==> src/rtl/seg_pkg.sv <==
// ---------------------------------------------------------------------------
// seg_pkg
// Shared definitions for the seven-segment scan controller.
//   nibble_t : one hex digit value
//   BLANK    : active-low segment pattern with every segment dark
//   HEX_PAT  : active-low {a,b,c,d,e,f,g,dp} patterns for hex digits 0..F,
//              decimal point always dark
// ---------------------------------------------------------------------------
package seg_pkg;

    typedef logic [3:0] nibble_t;

    localparam logic [7:0] BLANK = 8'hFF;

    localparam logic [7:0] HEX_PAT [16] = '{
        8'h03, 8'h9F, 8'h25, 8'h0D,
        8'h99, 8'h49, 8'h41, 8'h1F,
        8'h01, 8'h09, 8'h11, 8'hC1,
        8'h63, 8'h85, 8'h61, 8'h71
    };

endpackage

==> src/rtl/seg_scan_ctrl_if.sv <==
// ---------------------------------------------------------------------------
// seg_scan_ctrl_if
// Display-word handshake into the scan controller.
//   in_valid : producer offers a new display word
//   in_ready : controller can take a word (nothing pending)
//   in_data  : hex nibbles, digit k at bits [4k+3:4k]
//   in_mask  : per-digit enable, 0 forces that digit blank
// Modports: master = word producer, slave = scan controller.
// ---------------------------------------------------------------------------
interface seg_scan_ctrl_if #(
    parameter int NDIG = 8
);

    logic                in_valid;
    logic                in_ready;
    logic [4*NDIG-1:0]   in_data;
    logic [NDIG-1:0]     in_mask;

    modport master (
        output in_valid,
        output in_data,
        output in_mask,
        input  in_ready
    );

    modport slave (
        input  in_valid,
        input  in_data,
        input  in_mask,
        output in_ready
    );

endinterface

==> src/rtl/seg_hex_rom.sv <==
// ---------------------------------------------------------------------------
// seg_hex_rom
// Combinational hex-to-segment decoder.
//   nibble  : hex digit to show
//   en      : 1 = show the digit, 0 = blank
//   pattern : active-low {a,b,c,d,e,f,g,dp}, BLANK when disabled
// ---------------------------------------------------------------------------
module seg_hex_rom
    import seg_pkg::*;
(
    input  nibble_t    nibble,
    input  logic       en,
    output logic [7:0] pattern
);

    // Table lookup from the shared package; a disabled digit stays dark.
    always_comb begin
        pattern = BLANK;
        if (en) begin
            pattern = HEX_PAT[nibble];
        end
    end

endmodule

==> src/rtl/seg_scan_ctrl.sv <==
// ---------------------------------------------------------------------------
// seg_scan_ctrl
// Time-multiplexed driver for NDIG seven-segment digits with a tear-free
// double-buffered display word.
//   clk        : clock, all state changes on the rising edge
//   rst        : synchronous active-high reset
//   bus        : seg_scan_ctrl_if.slave word handshake (valid/ready/data/mask)
//   an         : active-low digit select, registered, at most one bit low
//   seg        : active-low segments {a..g,dp}, registered, 8'hFF = blank
//   frame_done : one-cycle pulse the cycle after each frame boundary
// Parameters: DIV  = clk cycles per digit slot (>= 2)
//             NDIG = number of digits (1..8)
// Build option: define LEADING_ZERO_BLANK_EN to blank leading zero digits
// (digits above the highest-index nonzero masked-on nibble; digit 0 never).
// ---------------------------------------------------------------------------
module seg_scan_ctrl
    import seg_pkg::*;
#(
    parameter int DIV  = 50000,
    parameter int NDIG = 8
) (
    input  logic              clk,
    input  logic              rst,
    seg_scan_ctrl_if.slave    bus,
    output logic [NDIG-1:0]   an,
    output logic [7:0]        seg,
    output logic              frame_done
);

    localparam int CNT_W = $clog2(DIV);
    localparam int IDX_W = (NDIG > 1) ? $clog2(NDIG) : 1;
    localparam logic [CNT_W-1:0] CNT_MAX = CNT_W'(DIV - 1);
    localparam logic [IDX_W-1:0] IDX_MAX = IDX_W'(NDIG - 1);

    logic [CNT_W-1:0]   cnt_q, cnt_d;
    logic [IDX_W-1:0]   idx_q, idx_d;
    logic               pending_q, pending_d;
    logic [4*NDIG-1:0]  pend_val_q, pend_val_d;
    logic [NDIG-1:0]    pend_mask_q, pend_mask_d;
    logic [4*NDIG-1:0]  disp_val_q, disp_val_d;
    logic [NDIG-1:0]    disp_mask_q, disp_mask_d;
    logic               frame_done_q, frame_done_d;
    logic [NDIG-1:0]    an_q, an_d;
    logic [7:0]         seg_q, seg_d;

    logic               tick;
    logic               boundary;
    logic               accept;
    logic [NDIG-1:0]    lz_blank;
    nibble_t            cur_nib;
    logic               cur_en;
    logic [7:0]         rom_pat;

    assign bus.in_ready = !pending_q;
    assign an           = an_q;
    assign seg          = seg_q;
    assign frame_done   = frame_done_q;

`ifdef LEADING_ZERO_BLANK_EN
    // Walk from the top digit down; every digit above the first nonzero
    // masked-on nibble is a leading zero. Digit 0 is always left alone so an
    // all-zero value still shows a single "0".
    logic lz_seen;
    always_comb begin
        lz_blank = '0;
        lz_seen  = 1'b0;
        for (int k = NDIG - 1; k >= 1; k--) begin
            if (disp_mask_q[k] && (disp_val_q[4*k +: 4] != 4'h0)) begin
                lz_seen = 1'b1;
            end
            lz_blank[k] = !lz_seen;
        end
    end
`else
    // Leading-zero suppression disabled: the mask alone decides.
    always_comb begin
        lz_blank = '0;
    end
`endif

    // Select the nibble and lit state of the digit currently being scanned,
    // and build the matching one-cold anode pattern.
    always_comb begin
        cur_nib = '0;
        cur_en  = 1'b0;
        an_d    = '1;
        for (int k = 0; k < NDIG; k++) begin
            if (idx_q == IDX_W'(k)) begin
                cur_nib  = disp_val_q[4*k +: 4];
                cur_en   = disp_mask_q[k] && !lz_blank[k];
                an_d[k]  = !(disp_mask_q[k] && !lz_blank[k]);
            end
        end
    end

    seg_hex_rom u_hex_rom (
        .nibble  (cur_nib),
        .en      (cur_en),
        .pattern (rom_pat)
    );

    // Next-state logic: prescaler, digit index, input buffer and display
    // buffer. The display buffer only changes at a frame boundary, and only
    // from a word that was already pending before that cycle, so a frame is
    // never drawn from two different words.
    always_comb begin
        tick     = (cnt_q == CNT_MAX);
        boundary = tick && (idx_q == IDX_MAX);
        accept   = bus.in_valid && !pending_q;

        cnt_d        = tick ? '0 : cnt_q + CNT_W'(1);
        idx_d        = idx_q;
        pending_d    = pending_q;
        pend_val_d   = pend_val_q;
        pend_mask_d  = pend_mask_q;
        disp_val_d   = disp_val_q;
        disp_mask_d  = disp_mask_q;
        frame_done_d = boundary;
        seg_d        = rom_pat;

        if (tick) begin
            idx_d = (idx_q == IDX_MAX) ? '0 : idx_q + IDX_W'(1);
        end

        if (accept) begin
            pending_d   = 1'b1;
            pend_val_d  = bus.in_data;
            pend_mask_d = bus.in_mask;
        end

        if (boundary && pending_q) begin
            pending_d   = 1'b0;
            disp_val_d  = pend_val_q;
            disp_mask_d = pend_mask_q;
        end
    end

    // State registers with synchronous reset; outputs come straight from
    // flops so the digit drivers see no combinational glitches.
    always_ff @(posedge clk) begin
        if (rst) begin
            cnt_q        <= '0;
            idx_q        <= '0;
            pending_q    <= 1'b0;
            pend_val_q   <= '0;
            pend_mask_q  <= '0;
            disp_val_q   <= '0;
            disp_mask_q  <= '0;
            frame_done_q <= 1'b0;
            an_q         <= '1;
            seg_q        <= BLANK;
        end else begin
            cnt_q        <= cnt_d;
            idx_q        <= idx_d;
            pending_q    <= pending_d;
            pend_val_q   <= pend_val_d;
            pend_mask_q  <= pend_mask_d;
            disp_val_q   <= disp_val_d;
            disp_mask_q  <= disp_mask_d;
            frame_done_q <= frame_done_d;
            an_q         <= an_d;
            seg_q        <= seg_d;
        end
    end

endmodule

==> src/flat_wrapper.sv <==
// flat-port wrapper written by rule: the top's interface ports become plain ports
module seg_scan_ctrl_flat import seg_pkg::*;
#(
    parameter int DIV  = 50000,
    parameter int NDIG = 8
)
  (clk, rst, an, seg, frame_done, bus_in_valid, bus_in_data, bus_in_mask, bus_in_ready);
  seg_scan_ctrl_if #(.NDIG(NDIG)) bus_i ();
  input  logic clk;
  input  logic rst;
  output logic [NDIG-1:0] an;
  output logic [7:0] seg;
  output logic frame_done;
  input wire logic [$bits(bus_i.in_valid)-1:0] bus_in_valid;
  input wire logic [$bits(bus_i.in_data)-1:0] bus_in_data;
  input wire logic [$bits(bus_i.in_mask)-1:0] bus_in_mask;
  output wire logic [$bits(bus_i.in_ready)-1:0] bus_in_ready;
  assign bus_i.in_valid = bus_in_valid;
  assign bus_i.in_data = bus_in_data;
  assign bus_i.in_mask = bus_in_mask;
  assign bus_in_ready = bus_i.in_ready;
  seg_scan_ctrl #(.DIV(DIV), .NDIG(NDIG)) u_core (.clk(clk), .rst(rst), .bus(bus_i), .an(an), .seg(seg), .frame_done(frame_done));
endmodule
==> config.mk <==
export PLATFORM = sky130hd
export DESIGN_NAME = seg_scan_ctrl_flat
export DESIGN_NICKNAME = d
export VERILOG_FILES = /design/src/rtl/seg_pkg.sv /design/src/rtl/seg_scan_ctrl_if.sv /design/src/rtl/seg_hex_rom.sv /design/src/rtl/seg_scan_ctrl.sv /design/src/flat_wrapper.sv
export SDC_FILE = /design/constraint.sdc
export NUM_CORES = 1
export LEC_CHECK = 0
export ABC_CLOCK_PERIOD_IN_PS = 4600
export BUFFER_PORTS_ARGS = -buffer_cell sky130_fd_sc_hd__buf_2
export CAP_MARGIN = 15
export CORE_MARGIN = 3
export CORE_UTILIZATION = 57
export DETAILED_ROUTE_END_ITERATION = 6
export PLACE_DENSITY = 0.87
export SKIP_CTS_REPAIR_TIMING = 1
export SYNTH_ARGS = -nofsm -noshare
export SYNTH_HDL_FRONTEND = slang
export SYNTH_SLANG_ARGS = --single-unit
==> constraint.sdc <==
create_clock -name clk -period 4.6 [get_ports clk]
set_input_delay 0.92 -clock clk [delete_from_list [all_inputs] [get_ports clk]]
set_output_delay 0.92 -clock clk [all_outputs]
set_load 0.03 [all_outputs]
==> metrics.md <==
| Metric | Value |
|---|---|
| Status | finished, final reports clean |
| CP startpoint kind | flop |
| Seq pwr share | 0.420 |
| Initial core utilization | 0.602 |
| Hpwl dp | 6740 µm |
| Initial antenna violation count | 0 |
| Mapped Nets | 664 |
| Fin util | 0.715 |
| Predominant post-synthesis flop cell | dfxtp_1 |
| Mean routed wirelength per cell | 14.1 µm |
| Die Wd | 97.5 µm |
| Cts bufs inserted | 17 |
| CP Max Fanout | 15 |
| Leakage power | 2.15 nW |
| Peak Freq | 0.275 GHz |
| Largest net degree at the start of global routing | 92 |
| GR Overflow Total | 0 |
| Setup TNS | 0 ps |
| Total of warnings raised by yosys | 0 |
| Final WL | 10800 µm |
| Register area share after synthesis | 0.487 |
| H-Tree Level Count | 4 |
| Post-synth ARST share | 0 |
| Combinational fraction of design power | 0.033 |
| Top-count cell post-synth | nand2_1 |
| Clock Pin Slew Worst Setup and Hold Paths | 60 ps |
| Crit path to | u_core.seg[4]$_SDFF_PP1_ |
| Global-route wire length before repair | 18700 µm |
| Fin crit period | 3640 ps |
| Yosys cell types | 47 |
| Root Driver | clkbuf_8 |
| # diodes | 0 |
| Final slew viol count | 0 |
| Synth top cells by count | nand2_1 (187), dfxtp_1 (116), a21oi_1 (101) |
| WS Path Type | flop to flop |
| Share of post-route cells with drive strength above 1 | 0.157 |
| CP Capture Type | flop |
| Area leader, netlist | dfxtp_1 |
| Max Cap Violations | 0 |
| Max rail drop VDD | 0.000197 V |
| Worst rel slew slack | 0.397 |
| PD cells | 438 nW/µm² |
| DRT iter0 DRCs | 261 |
| Post-synth EDFFs | 0 |
| Register area | 2320 µm² |
| Die area | 9510 µm² |
| RSZ-0062 raised after global routing | no |
| Ports | 61 |
| GPL Wtd Cong | 0.931 |
| Worst Skew | 9.06 ps |
| Fraction of the cycle the final worst path needs | 0.791 |
| Port-buffer cells | 59 |
| P_int | 1.98 mW |
| Max Root-Sink Buffers | 2 |
| Vias | 4173 |
| P&R area growth vs syn | 18.8% |
| Cell Chain, Critical Path | clkinv_1 > ha_1 > nor3_1 > a21o_1 > a211oi_1 > a221oi_1 > inv_1 > ha_1 > mux2i_1 > mux2_2 > nand2_1 |
| CTS tree | yes |
| Crit path largest cell delay | 640 ps |
| Vias in the first global route | 4177 |
| Flop-to-flop setup slack | 960 ps |
| DRT Pass-1 Iters | 5 |
| CP Launch Point | u_core.idx_q[2]$_SDFFE_PP0P_ |
| Clk sinks | 116 |
| CP arrival | 4040 ps |
| Worst path required time | 5000 ps |
| Die Y | 97.5 µm |
| FF-to-FF Start | u_core.idx_q[2]$_SDFFE_PP0P_ |
| Type of the most critical hold path | flop to flop |
| Detail-routed via count per cell | 5.46 |
| Worst reg-to-reg path cell count | 11 |
| Syn Std Cell Area | 4770 µm² |
| Most used cell, CP | ha_1 |
| Mean Syn Cell Area | 7.86 µm² |
| Area of the multi-input gates | 2210 µm² |
| Synth Register Bits | 116 |
| DRC violations left | 0 |
| Sw Share | 0.204 |
| Total core area | 7930 µm² |
| Clock share of power | 0.547 |
| Final setup violation count | 0 |
| Worst flop-to-flop path endpoint | u_core.seg[4]$_SDFF_PP1_ |
| FILL cells | 599 |
| Top post-synthesis cells by area | dfxtp_1 (49%), nand2_1 (15%), a21oi_1 (11%) |
| Worst-margin pin slew | 904 ps |
| Synth top area share | 0.487 |
| Final ANT Viol Nets | 0 |
| Hold Violations, Final | 0 |
| Net Sw Power | 0.506 mW |
| Gr usage total | 0.236 |
| Row count | 32 |
| Post-Synthesis Cells | 607 |
| Slowest cell on crit path | dfxtp_1 |
| Clock latency on the worst-skew pair | 520 ps |
| Post-layout nets | 707 |
## metrics by stage
| step | std cells | worst slack (ps) | total power [mW] | hold slack [ps] | instance area [µm²] |
|---|---|---|---|---|---|
| floorplan | 607 | 1930 | 1.11 | 381 | 4770 |
| CTS | 764 | 1060 | 2.50 | 423 | 5670 |
| finish | 764 | 960 | 2.48 | 429 | 5670 |
| global route | 764 | 639 | 2.55 | 436 | 5670 |
| detailed placement | 733 | 1110 | 1.15 | 406 | 5050 |
| global placement | 733 | 1430 | 1.14 | 405 | 5050 |
## cell families (layout without fill, tap and decap cells)
| group | after synthesis | in the layout | synth area share |
|---|---|---|---|
| flip-flops | 116 | 116 | 0.487 |
| buffers and inverters | 57 | 112 | 0.0514 |
| AO/OA/AOI/OAI | 135 | 135 | 0.159 |
| other | 1 | 1 | 0.000786 |
| multiplexers | 4 | 4 | 0.00865 |
| AND/OR/NAND/NOR | 266 | 266 | 0.231 |
| XOR/XNOR | 14 | 14 | 0.0257 |
| adder cells (fa/ha/maj) | 14 | 14 | 0.0367 |
## layout by cell type, fill, tap and decap left out, types with 4 or more instances in the layout
master	Yosys	final
nand3_1	16	16
o21ai_0	9	9
buf_4	6	5
a21oi_1	101	101
buf_2	7	59
dfxtp_1	116	116
clkbuf_8	0	4
nor2_1	32	32
and3_1	4	4
inv_1	15	15
bufinv_16	0	4
clkbuf_16	0	16
xnor2_1	4	4
xor2_1	10	10
nand2_1	187	187
nor2b_1	7	6
ha_1	14	14
## per-layer routing
metal  GRT usage  wire (µm)
met3      0.0653        677
met5           0          0
met4      0.0916        224
met1       0.285       4620
met2       0.398       5260
## worst max-delay path, delay by kind of cell, from the launching register on
kind / cells / cell delay (ps)
adders and majority gates: 2 / 840
AOI/OAI and AO/OA: 3 / 800
DFF: 1 / 640
buffers and inverters: 2 / 640
muxes: 2 / 330
and+or+nand+nor: 2 / 270
## final cells by class
class | instances | area share
repair buffers | 64 | 0.0587
well taps | 102 | 0.0225
multi-input cells | 434 | 0.390
flip-flops and latches | 116 | 0.410
clock buffers | 22 | 0.0817
inverters | 17 | 0.0113
clock inverters | 9 | 0.0267
## state kept, by name, summed over array words and instances (netlist names)
name,cells
u_core.an,8
u_core.cnt_q,16
u_core.disp_mask_q,8
u_core.disp_val_q,32
u_core.frame_done,1
u_core.idx_q,3
u_core.pend_mask_q,8
u_core.pend_val_q,32
u_core.pending_q,1
u_core.seg,7
## how the worst min path moves through the flow
stage | start | to | slack, ps | depth (start not counted)
2_1_floorplan | u_core.disp_mask_q[5]$_SDFFE_PP0P_ | u_core.an[5]$_SDFF_PP1_ | 380 | 1
3_3_place_gp | u_core.disp_mask_q[5]$_SDFFE_PP0P_ | u_core.an[5]$_SDFF_PP1_ | 400 | 1
3_5_place_dp | u_core.disp_mask_q[2]$_SDFFE_PP0P_ | u_core.an[2]$_SDFF_PP1_ | 410 | 1
4_1_cts | u_core.disp_mask_q[2]$_SDFFE_PP0P_ | u_core.an[2]$_SDFF_PP1_ | 420 | 1
5_1_grt | u_core.disp_mask_q[4]$_SDFFE_PP0P_ | u_core.an[4]$_SDFF_PP1_ | 440 | 1
6_report | u_core.disp_mask_q[2]$_SDFFE_PP0P_ | u_core.an[2]$_SDFF_PP1_ | 430 | 1
## power groups by stage
stage	Combinational (mW)	Clock, mW	Sequential (mW)
after floorplan	0.0543	0	1.06
after global placement	0.0786	0	1.06
after detailed placement	0.0826	0	1.06
after CTS	0.0835	1.37	1.04
after global routing	0.0947	1.41	1.04
final	0.0827	1.36	1.04
No activity file was read; power rests on OpenSTA's default activity.
